## config.mk

```make
export PLATFORM = sky130hd
export DESIGN_NAME = pipelined_adder_nbit
export DESIGN_NICKNAME = d
export VERILOG_FILES = /design/src/rtl/pipelined_adder_nbit.sv
export SDC_FILE = /design/constraint.sdc
export NUM_CORES = 1
export LEC_CHECK = 0
export CAP_MARGIN = 40
export CELL_PAD_IN_SITES_DETAIL_PLACEMENT = 0
export CELL_PAD_IN_SITES_GLOBAL_PLACEMENT = 2
export CORE_MARGIN = 8
export CORE_UTILIZATION = 36
export CTS_CLUSTER_SIZE = 16
export DETAILED_ROUTE_END_ITERATION = 6
export PLACE_DENSITY_LB_ADDON = 0.3
export SETUP_SLACK_MARGIN = 0.4
export SLEW_MARGIN = 10
export SYNTH_ARGS = -nofsm -noshare
export SYNTH_HDL_FRONTEND = slang
export SYNTH_SLANG_ARGS = --single-unit
```

## constraint.sdc

```tcl
create_clock -name clk -period 3.43 [get_ports clk]
set_clock_uncertainty 0.05 [all_clocks]
set_input_delay 0.5145 -clock clk [delete_from_list [all_inputs] [get_ports clk]]
set_output_delay 0.5145 -clock clk [all_outputs]
set_load 0.01 [all_outputs]
```

## src/rtl/pipelined_adder_nbit.sv

```systemverilog
// Pipelined N-bit ripple-carry adder: each stage adds one CHUNK-wide slice and registers
// its carry for the next stage. All stages share one advance/stall signal.
module pipelined_adder_nbit #(
   parameter int NUM_BITS   = 16,
   parameter int NUM_STAGES = 4
) (
   input  logic                clk,
   input  logic                n_rst,
   input  logic [NUM_BITS-1:0] a,
   input  logic [NUM_BITS-1:0] b,
   input  logic                carry_in,
   input  logic                in_valid,
   output logic                in_ready,
   output logic [NUM_BITS-1:0] sum,
   output logic                carry_out,
   output logic                overflow,
   output logic                out_valid,
   input  logic                out_ready
);
   localparam int CHUNK = NUM_BITS / NUM_STAGES;
   localparam int LAST  = NUM_STAGES - 1;

   logic advance;

   // No bubble collapsing: the whole pipe moves or the whole pipe holds.
   assign advance  = !out_valid || out_ready;
   assign in_ready = advance;

   for (genvar k = 0; k < NUM_STAGES; k++) begin : g_stage
      // IN_W: operand bits still unconsumed on entry to this stage.
      // RES_W: result bits already formed on exit from this stage.
      localparam int IN_W  = NUM_BITS - k * CHUNK;
      localparam int RES_W = (k + 1) * CHUNK;

      logic [IN_W-1:0]  a_in;
      logic [IN_W-1:0]  b_in;
      logic             c_in;
      logic             v_in;
      logic [CHUNK:0]   add;
      logic [RES_W-1:0] r_next;
      logic [RES_W-1:0] r_q;
      logic             c_q;
      logic             v_q;

      if (k == 0) begin : g_src
         assign a_in   = a;
         assign b_in   = b;
         assign c_in   = carry_in;
         assign v_in   = in_valid;
         assign r_next = add[CHUNK-1:0];
      end else begin : g_src
         assign a_in   = g_stage[k-1].g_fwd.a_q;
         assign b_in   = g_stage[k-1].g_fwd.b_q;
         assign c_in   = g_stage[k-1].c_q;
         assign v_in   = g_stage[k-1].v_q;
         assign r_next = {add[CHUNK-1:0], g_stage[k-1].r_q};
      end

      assign add = {1'b0, a_in[CHUNK-1:0]} + {1'b0, b_in[CHUNK-1:0]}
                 + {{CHUNK{1'b0}}, c_in};

      always_ff @(posedge clk or negedge n_rst) begin
         if (!n_rst) begin
            v_q <= 1'b0;
            c_q <= 1'b0;
            r_q <= '0;
         end else if (advance) begin
            v_q <= v_in;
            c_q <= add[CHUNK];
            r_q <= r_next;
         end
      end

      if (k < LAST) begin : g_fwd
         logic [IN_W-CHUNK-1:0] a_q;
         logic [IN_W-CHUNK-1:0] b_q;

         always_ff @(posedge clk or negedge n_rst) begin
            if (!n_rst) begin
               a_q <= '0;
               b_q <= '0;
            end else if (advance) begin
               a_q <= a_in[IN_W-1:CHUNK];
               b_q <= b_in[IN_W-1:CHUNK];
            end
         end
      end else begin : g_msb
         // Carry into the MSB, recovered from the MSB's own sum bit.
         logic msb_c_q;

         always_ff @(posedge clk or negedge n_rst) begin
            if (!n_rst) begin
               msb_c_q <= 1'b0;
            end else if (advance) begin
               msb_c_q <= a_in[CHUNK-1] ^ b_in[CHUNK-1] ^ add[CHUNK-1];
            end
         end
      end
   end

   assign out_valid = g_stage[LAST].v_q;
   assign sum       = g_stage[LAST].r_q;
   assign carry_out = g_stage[LAST].c_q;
   assign overflow  = g_stage[LAST].g_msb.msb_c_q ^ g_stage[LAST].c_q;

endmodule

```

# Word-level counts from Yosys, hierarchy flattened
# Index checks and enable logic that the tools add are counted.
# totals
inputBits	37
reg_bits	97
out_inout_bits	20
# classes
n_reduce_logical	2
n_addsub	8
bitwise	3
# ops
cell	count
$add A4 B4 Y5	4
$add A5 B1 Y5	4
$xor A1 B1 Y1	3
$logic_not A1 Y1	1
$logic_or A1 B1 Y1	1

# Logic depth before layout (Yosys ltp)
# Gate-level depths: netlist of the first run.
# depth
ltp_word	3
depth_mapped	7
ltp_nobuf	6

# Worst setup path after synthesis of the first run
# No wires, ideal clock.
# synth_path
path_kind	register to register
from	register g_stage[2].c_q
to	register g_stage[3].c_q (netlist: carry_out)
t_arrival_ps	1578
path_stages_with_launch	6
required_ps	3252
slack_ps	1674
path_buffers	0
cell_sequence	dfrtp_1 > fa_1 > fa_1 > a21o_1 > a21oi_1 > a21oi_1
# synth_between
elab_chain_cells	1
# synth_lines
item	line_no	text
from (decl)	42	logic c_q;
from (signal assigned)	69	c_q <= add[CHUNK];
$add A5 B1 Y5	60	+ {{CHUNK{1'b0}}, c_in};
to (signal assigned)	69	
to (decl)	42	
# Every way passes these cells.
# A chain may end at the register's enable or synchronous reset.

# Worst setup path after layout of the first run
# layout_path
from	input out_ready
to	output in_ready
# layout_between
elab_chain_cells	1
# layout_lines
item	line_no	text
from (decl)	18	input logic out_ready
$logic_or A1 B1 Y1	26	assign advance = !out_valid || out_ready;
to (decl)	13	output logic in_ready,
# Every way passes these cells.

==> results.sh, run 1 <==
export IMPL_outcome="finished, final reports clean"
export IMPL_layout_min_cycle_time_ps=2505
export IMPL_synth_commonest_cells="nand2_1 (247), dfrtp_1 (97), a21oi_1 (13)"
export IMPL_synth_edf_count=0
export IMPL_placed_area_sq_um=4831
export IMPL_netlist_area_sq_um=4148
export IMPL_cp_end_kind="output port"
export IMPL_drtIter0Drc=195
export IMPL_antenna_found_initial=0
export IMPL_post_route_util=0.4499
export IMPL_period_share=0.7304
export IMPL_required_ps=2870
export IMPL_setup_ws_ps=924.8
export IMPL_synth_top_cell_area_share=0.5852
export IMPL_top_layer_used="met4"
export IMPL_clk_latency_ps=330
export IMPL_via_per_inst=4.385
export IMPL_drcViolationCount=0
export IMPL_grt_pass1_wl_um=13640
export IMPL_power_total_mw=4.363
export IMPL_start_util=0.3664
export IMPL_overflow=0
export IMPL_wl_met2_um=3400
export IMPL_worst_slew_pin_slew_ps=614.9
export IMPL_grt_total_usage=0.1124
export IMPL_route_met3_wl_um=346
export IMPL_insertedDiodeCount=0
export IMPL_p_per_area_nw_per_um2=856.5
export IMPL_numClockSinks=97
export IMPL_cp_arrival_ps=1940
export IMPL_place_inst=631
export IMPL_port_buffers=56
export IMPL_post_place_ws_ps=900.1
export IMPL_rsz0062_at_grt="false"
export IMPL_ir_drop_v=0.0003383
export IMPL_finalMaxSlewViolations=0
export IMPL_syn_avg_cell_area_sq_um=9.279
export IMPL_maxCapViolCount=0
export IMPL_p_leak_nw=2.615
export IMPL_cts_made_buffers=9
export IMPL_setup_viol=0
export IMPL_ios=57
export IMPL_hold_viol=0
export IMPL_yosysTopAreaCell="dfrtp_1"
export IMPL_seq_area_frac_synth=0.5852
export IMPL_yosysUniqueCellTypes=19
export IMPL_ant_nets=0
export IMPL_crit_type="in2out"
export IMPL_hold_ws_ps=75.12
export IMPL_core_area_sq_um=11320
export IMPL_finalSetupTns_ps=0
export IMPL_max_freq_ghz=0.3992
export IMPL_dr_total_vias=2833
export IMPL_ys_flop_type="dfrtp_1"
export IMPL_final_cells=646
export IMPL_fp_dieH_um=123.3
export IMPL_wl_met1_um=3805
export IMPL_async_flop_share=1.000
export IMPL_hold_buffers=0
export IMPL_layout_drive_gt1_share=0.04573
export IMPL_gp_congestion=0.7056
export IMPL_rows=39
export IMPL_ys_ff_latch=97
export IMPL_hold_class="in2async"
export IMPL_clk_pin_slew_ps=60
export IMPL_first_global_vias=2953
export IMPL_worstSetupStartpointType="input port"
export IMPL_synth_nets=504
export IMPL_cts_max_path_buffers=2
export IMPL_fin_nets=556
export IMPL_dr_pass1_iters=4
export IMPL_yosysWarnings=0
export IMPL_synth_most_common_cell="nand2_1"
export IMPL_cp_max_fo=37
export IMPL_drt_total_wl_um=7663
export IMPL_htreeDepth=3
export IMPL_syn_inst=447
export IMPL_cts_resized=0
export IMPL_stdcell_area_sq_um=5094
export IMPL_dpl_hpwl_um=5192
export IMPL_postCtsSetupBuffers=0
export IMPL_synth_area_leaders="dfrtp_1 (59%), nand2_1 (22%), fa_1 (3.9%)"
export IMPL_dieArea_sq_um=15210
export IMPL_areaGrowthSynthToFinish_pct=22.81
export IMPL_wl_per_cell_um=11.86
export IMPL_die_x_um=123.3
export IMPL_cts_root_buf="clkbuf_16"
export IMPL_grt_max_degree=68
export IMPL_relSlewSlack=0.5900
export IMPL_cts_tree="yes"
==> worst paths after layout <==
path,startpoint,end,slack [ps],cells past startpoint
worst max-delay path,out_ready,in_ready,920,4
worst min-delay path,n_rst,g_stage[0].g_fwd.b_q[0]$_DFFE_PN0P_,80,1
worst max register to register,g_stage[2].c_q$_DFFE_PN0P_,carry_out$_DFFE_PN0P_,1540,5
worst min register to register,sum[7]$_DFFE_PN0P_,sum[7]$_DFFE_PN0P_,410,2
max in group asynchronous,n_rst,g_stage[1].r_q[1]$_DFFE_PN0P_,2440,3
min in group clk,sum[7]$_DFFE_PN0P_,sum[7]$_DFFE_PN0P_,410,2
==> where the power goes <==
part	switching (mW)	internal, mW	leakage, nW	total [mW]
sequential	0.288	1.64	1.17	1.93
clock	0.400	0.502	0.135	0.902
combinational	0.797	0.731	1.31	1.53
==> metal layers <==
metal,vias up,global-route usage
met5,-,0
met4,0,0.04891
met3,10,0.03242
met2,39,0.1717
met1,1307,0.1460
li1,1477,-
==> worst max-delay path: stages <==
cell and delay, ps:
clkdlybuf4s50_1 500, nor2b_4 60, inv_4 260, clkdlybuf4s50_1 610
==> cell families (layout without fill, tap and decap cells) <==
family | Yosys count | count (layout) | share of synthesized area
AO/OA/AOI/OAI | 33 | 33 | 0.04344
XOR/XNOR | 7 | 7 | 0.01478
adder cells (fa/ha/maj) | 20 | 20 | 0.07481
buffers and inverters | 30 | 86 | 0.04223
flip-flops | 97 | 97 | 0.5852
AND/OR/NAND/NOR | 260 | 260 | 0.2395
==> cell type report <==
type,instances,area (sq um)
timing repair buffer,62,643.1
multi-input combinational,320,1545
inverter,9,36.28
tap,143,178.9
fill,1109,6227
clock buffer,11,242.7
clock inverter,4,20.02
sequential,97,2427
==> state kept, by name, indices dropped and copies added, names as in the netlist <==
signal and cells:
g_stage.v_q 3, g_stage.g_fwd.a_q 24, g_stage.c_q 3, g_stage.r_q 24
sum 16, out_valid 1, g_stage.g_fwd.b_q 24, carry_out 1
g_stage.g_msb.msb_c_q 1
==> cells in the final DEF, fill, tap and decap left out <==
cell	count
nand2_1	247
dfrtp_1	97
clkdlybuf4s50_1	55
a21oi_1	13
o21ai_0	12
ha_1	12
nor2_1	9
clkbuf_16	9
inv_1	8
fa_1	8
a21o_1	6
xor2_1	5
buf_4	5
clkinv_2	4
xnor2_1	2
nor2b_1	2
o21ai_1	2
buf_16	2
nor2b_4	1
inv_4	1
nand2b_1	1
clkbuf_8	1
clkbuf_1	1
Note: power is estimated with default switching activity, not from simulation.
==> inputs of run 2 (changes only) <==
--- a/config.mk
+++ b/config.mk
@@ -9,7 +9,7 @@
 export CELL_PAD_IN_SITES_DETAIL_PLACEMENT = 0
 export CELL_PAD_IN_SITES_GLOBAL_PLACEMENT = 2
 export CORE_MARGIN = 8
-export CORE_UTILIZATION = 36
+export CORE_UTILIZATION = 34
 export CTS_CLUSTER_SIZE = 16
 export DETAILED_ROUTE_END_ITERATION = 6
 export PLACE_DENSITY_LB_ADDON = 0.3
==> constraint.sdc (replaced) <==
create_clock -name clk -period 2.5 [get_ports clk]
set_clock_uncertainty 0.05 [all_clocks]
set_input_delay 0.375 -clock clk [delete_from_list [all_inputs] [get_ports clk]]
set_output_delay 0.375 -clock clk [all_outputs]
set_load 0.01 [all_outputs]
==> results.sh, run 2 (synthesis gave the netlist of run 1 again) <==
export IMPL_drcViolationCount=0
export IMPL_first_global_vias=3012
export IMPL_finalSetupTns_ps=0
export IMPL_postCtsSetupBuffers=0
export IMPL_dpl_hpwl_um=4944
export IMPL_top_regs="g_stage.g_fwd.a_q: 24 flops, g_stage.g_fwd.b_q: 24 flops, g_stage.r_q: 24 flops"
export IMPL_period_share=0.7838
export IMPL_ir_drop_v=0.0003496
export IMPL_clk_pin_slew_ps=60
export IMPL_post_place_ws_ps=467.4
export IMPL_antenna_found_initial=0
export IMPL_fillers=1199
export IMPL_cp_end_kind="output port"
export IMPL_overflow=0
export IMPL_hold_ws_ps=413.9
export IMPL_wl_per_cell_um=11.69
export IMPL_fp_dieH_um=126.5
export IMPL_max_freq_ghz=0.5103
export IMPL_relSlewSlack=0.7025
export IMPL_dr_total_vias=2804
export IMPL_numClockSinks=97
export IMPL_cts_max_path_buffers=2
export IMPL_ios=57
export IMPL_start_util=0.3468
export IMPL_maxCapViolCount=0
export IMPL_setup_ws_ps=540.4
export IMPL_insertedDiodeCount=0
export IMPL_cts_made_buffers=9
export IMPL_wl_met2_um=3260
export IMPL_cp_arrival_ps=1530
export IMPL_rsz0062_at_grt="false"
export IMPL_crit_type="in2out"
export IMPL_crit_top_cell="clkdlybuf4s50_1"
export IMPL_port_buffers=56
export IMPL_layout_drive_gt1_share=0.03968
export IMPL_top_layer_used="met4"
export IMPL_gp_congestion=0.7201
export IMPL_drtIter0Drc=119
export IMPL_worst_slew_pin_slew_ps=446.3
export IMPL_dr_pass1_iters=4
export IMPL_p_leak_nw=2.625
export IMPL_ant_nets=0
export IMPL_cts_root_buf="clkbuf_16"
export IMPL_grt_max_degree=99
export IMPL_hold_viol=0
export IMPL_path_cells="clkdlybuf4s50_1 -> nor2b_4 -> inv_4 -> clkdlybuf4s50_1"
export IMPL_hold_class="reg2reg"
export IMPL_rows=40
export IMPL_finalMaxSlewViolations=0
export IMPL_route_met3_wl_um=353
export IMPL_worstSetupStartpointType="input port"
export IMPL_max_stage_delay_ps=530
export IMPL_cpMaxStageDelayCell="clkdlybuf4s50_1"
export IMPL_clk_latency_ps=330
export IMPL_final_common_cell="nand2_1"
export IMPL_wl_met1_um=3840
export IMPL_setup_viol=0
export IMPL_via_per_inst=4.307
export IMPL_die_x_um=126.5
export IMPL_outcome="finished, final reports clean"
export IMPL_fin_nets=556
export IMPL_drt_total_wl_um=7613
export IMPL_grt_pass1_wl_um=13730
export IMPL_cp_top_family="buffers and inverters"
export IMPL_areaGrowthSynthToFinish_pct=23.95
export IMPL_grt_total_usage=0.1048
export IMPL_final_cell_mix="nand2_1 (247), dfrtp_1 (97), clkdlybuf4s50_1 (55)"
export IMPL_htreeDepth=3
export IMPL_p_per_area_nw_per_um2=1199
export IMPL_cp_max_fo=2
export IMPL_r2r_slack_ps=630
export IMPL_crit_buf_inv=3
export IMPL_layout_min_cycle_time_ps=1960
export IMPL_required_ps=2080
export IMPL_core_area_sq_um=11960
export IMPL_dieArea_sq_um=15990
export IMPL_cts_tree="yes"
run 2: power breakdown:
part           total, mW  leakage (nW)  switching, mW  internal, mW
logic               2.10          1.31           1.10         0.999
registers           2.64          1.17          0.389          2.26
clock network       1.42         0.148          0.544         0.876
total               6.16          2.63           2.03          4.13
run 2: final timing paths:
check | startpoint | depth (start not counted) | endpoint
worst max-delay path | out_ready | 4 | in_ready
worst min-delay path | g_stage[1].g_fwd.a_q[4]$_DFFE_PN0P_ | 2 | g_stage[1].g_fwd.a_q[4]$_DFFE_PN0P_
worst max register to register | g_stage[1].c_q$_DFFE_PN0P_ | 5 | g_stage[2].c_q$_DFFE_PN0P_
worst min register to register | g_stage[1].g_fwd.a_q[4]$_DFFE_PN0P_ | 2 | g_stage[1].g_fwd.a_q[4]$_DFFE_PN0P_
max in group asynchronous | n_rst | 3 | g_stage[1].g_fwd.b_q[6]$_DFFE_PN0P_
min in group asynchronous | n_rst | 2 | g_stage[0].g_fwd.a_q[11]$_DFFE_PN0P_
run 2: repair_timing:
item,4_1_cts,5_1_grt
setup endpoints to repair,0,0
hold buffers,1,0
resized for setup,0,0
endpoints found under the hold margin,31,0
run 2: through the flow:
step | std cells | power [mW] | util | area, sq um
after floorplan | 447 | 4.077 | - | 4148
after global placement | 634 | 4.799 | 0.4035 | 4826
after detailed placement | 634 | 4.841 | 0.4035 | 4826
after CTS | 651 | 6.302 | 0.4298 | 5141
after global routing | 651 | 6.754 | 0.4298 | 5141
final | 651 | 6.164 | 0.4298 | 5141
run 2: worst min-delay path, cell delays in order, from the launching register on:
cell and delay (ps):
dfrtp_1 340, nand2_1 50, nand2_1 40
run 2: per-layer routing:
metal | up-vias | global-route usage
met2 | 45 | 0.1594
li1 | 1481 | -
met4 | 0 | 0.05096
met5 | - | 0
met3 | 12 | 0.03100
met1 | 1266 | 0.1336
run 2: layout make-up:
cell class	instances	area (sq um)	area share
well taps	147	183.9	0.03578
repair buffers	62	643.1	0.1251
clock buffers	13	240.2	0.04673
clock inverters	3	65.06	0.01266
inverters	9	36.28	0.007058
flip-flops and latches	97	2427	0.4721
multi-input cells	320	1545	0.3006
==> inputs of run 3 (changes only) <==
--- a/config.mk
+++ b/config.mk
@@ -9,7 +9,7 @@
 export CELL_PAD_IN_SITES_DETAIL_PLACEMENT = 0
 export CELL_PAD_IN_SITES_GLOBAL_PLACEMENT = 2
 export CORE_MARGIN = 8
-export CORE_UTILIZATION = 34
+export CORE_UTILIZATION = 30
 export CTS_CLUSTER_SIZE = 16
 export DETAILED_ROUTE_END_ITERATION = 6
 export PLACE_DENSITY_LB_ADDON = 0.3
==> constraint.sdc (replaced) <==
create_clock -name clk -period 1.6 [get_ports clk]
set_clock_uncertainty 0.05 [all_clocks]
set_input_delay 0.24 -clock clk [delete_from_list [all_inputs] [get_ports clk]]
set_output_delay 0.24 -clock clk [all_outputs]
set_load 0.01 [all_outputs]
==> results.sh, run 3 (synthesis gave the netlist of run 1 again) <==
export IMPL_antenna_found_initial=0
export IMPL_numClockSinks=97
export IMPL_wl_per_cell_um=14.02
export IMPL_place_inst=679
export IMPL_hold_class="in2reg"
export IMPL_cp_max_fo=2
export IMPL_post_place_ws_ps=-246.9
export IMPL_insertedDiodeCount=0
export IMPL_finalMaxSlewViolations=0
export IMPL_gp_congestion=0.7371
export IMPL_post_route_util=0.4558
export IMPL_htreeDepth=3
export IMPL_ios=57
export IMPL_outcome="finished, violations left"
export IMPL_drtIter0Drc=168
export IMPL_cts_max_path_buffers=2
export IMPL_p_leak_nw=3.107
export IMPL_fillers=1359
export IMPL_period_share=1.069
export IMPL_drt_total_wl_um=10070
export IMPL_rsz0062_at_grt="true"
export IMPL_layout_min_cycle_time_ps=1711
export IMPL_drcViolationCount=0
export IMPL_cts_tree="yes"
export IMPL_relSlewSlack=0.7172
export IMPL_use_met1=0.1333
export IMPL_final_cell_mix="nand2_1 (144), dfrtp_1 (97), nand2_2 (61)"
export IMPL_worstSetupStartpointType="register"
export IMPL_cts_root_buf="clkbuf_16"
export IMPL_cp_arrival_ps=1880
export IMPL_hold_viol=0
export IMPL_worst_slew_pin_slew_ps=424.2
export IMPL_path_cells="fa_2 -> fa_2 -> a21o_1 -> a21oi_1 -> a21oi_1"
export IMPL_dpl_hpwl_um=5878
export IMPL_via_per_inst=4.326
export IMPL_crit_buf_inv=0
export IMPL_first_global_vias=3080
export IMPL_areaGrowthSynthToFinish_pct=50.77
export IMPL_clk_pin_slew_ps=70
export IMPL_rows=43
export IMPL_required_ps=1770
export IMPL_p_per_area_nw_per_um2=1873
export IMPL_ant_nets=0
export IMPL_dr_total_vias=3106
export IMPL_ir_drop_v=0.0005859
export IMPL_fin_nets=591
export IMPL_clk_latency_ps=340
export IMPL_start_util=0.3023
export IMPL_cpMaxStageDelayCell="fa_2"
export IMPL_dieArea_sq_um=17840
export IMPL_setup_ws_ps=-110.9
export IMPL_core_area_sq_um=13720
export IMPL_gr_usage_met2=0.1522
export IMPL_final_cells=718
export IMPL_grt_max_degree=45
export IMPL_r2r_slack_ps=-110
export IMPL_max_stage_delay_ps=410
export IMPL_met3_usage=0.03125
export IMPL_top_regs="g_stage.g_fwd.a_q: 24 flops, g_stage.g_fwd.b_q: 24 flops, g_stage.r_q: 24 flops"
export IMPL_max_freq_ghz=0.5845
export IMPL_port_buffers=56
export IMPL_setup_viol=4
export IMPL_grt_pass1_wl_um=14740
export IMPL_cp_end_kind="register"
export IMPL_violations="negative setup slack"
export IMPL_final_common_cell="nand2_1"
export IMPL_crit_type="reg2reg"
export IMPL_maxCapViolCount=0
export IMPL_die_x_um=133.6
export IMPL_dr_pass1_iters=4
export IMPL_power_total_mw=11.71
export IMPL_cts_made_buffers=9
export IMPL_grt_total_usage=0.1008
export IMPL_overflow=0
export IMPL_cp_top_family="adder cells"
export IMPL_layout_drive_gt1_share=0.3885
export IMPL_grt_most_used_layer="met2"
export IMPL_fp_dieH_um=133.6
## run 3: cell count changes in the layout (fill, tap and decap cells not counted), sizes merged
cell	change
clkbuf	+7
dlygate4sd2	+2
clkdlybuf4s50	-25
bufinv	-1
clkinvlp	+2
buf	+47
clkinv	+3
inv	-1
## run 3: where the power goes
group          internal (mW)  switching (mW)  leakage (nW)
logic                   2.73            2.54          1.80
clock network           1.19           0.890         0.137
registers               3.53           0.823          1.17
## run 3: worst paths after layout
path                                                   endpoint  cells after the start                                 from
min                               g_stage[0].r_q[0]$_DFFE_PN0P_                      4                                 a[0]
min in group asynchronous                    sum[0]$_DFFE_PN0P_                      2                                n_rst
min reg2reg                                 sum[10]$_DFFE_PN0P_                      2                  sum[10]$_DFFE_PN0P_
max in group asynchronous  g_stage[0].g_fwd.b_q[10]$_DFFE_PN0P_                      3                                n_rst
max reg2reg                               carry_out$_DFFE_PN0P_                      5  g_stage[2].g_fwd.a_q[0]$_DFFE_PN0P_
max                                       carry_out$_DFFE_PN0P_                      5  g_stage[2].g_fwd.a_q[0]$_DFFE_PN0P_
## run 3: per-stage QoR
stage | instance area [sq um] | setup TNS [ps] | hold slack, ps
floorplan | 4202 | -102.1 | -105.6
global placement | 5055 | -1136 | 157.9
detailed placement | 5055 | -1436 | 156.9
CTS | 5399 | -383.2 | 267.2
global route | 6254 | -704.5 | 280.6
finish | 6254 | -355.7 | 263.9
## run 3: cell type report
type / instances / area, sq um / area share
Multi-Input combinational cell: 320 / 2113 / 0.3379
Sequential cell: 97 / 2427 / 0.3882
Clock buffer: 9 / 225.2 / 0.03601
Timing Repair Buffer: 97 / 1164 / 0.1861
Inverter: 9 / 38.79 / 0.006202
Tap cell: 180 / 225.2 / 0.03601
Clock inverter: 6 / 60.06 / 0.009604
## run 3: routing by layer
layer  vias up  part of all wire
li1       1556                 -
met1      1496              0.46
met2        45              0.49
met3         9             0.036
met4         0             0.011
met5         -                 0
## run 3: tightest hold or removal path: cells and delay by family
family,cells,cell delay [ps]
buffers and inverters,1,90
AND/OR/NAND/NOR,2,90
adder cells (fa/ha/maj),1,200
## run 3: repair_timing
item / 4_1_cts / 5_1_grt
hold buffers: 1 / 0
setup buffers: 8 / 1
cloned: 1 / 13
gates resized for setup: 115 / 165
endpoints found under the hold margin: 26 / 0
setup endpoints to repair: 92 / 86
pin swaps: 17 / 95
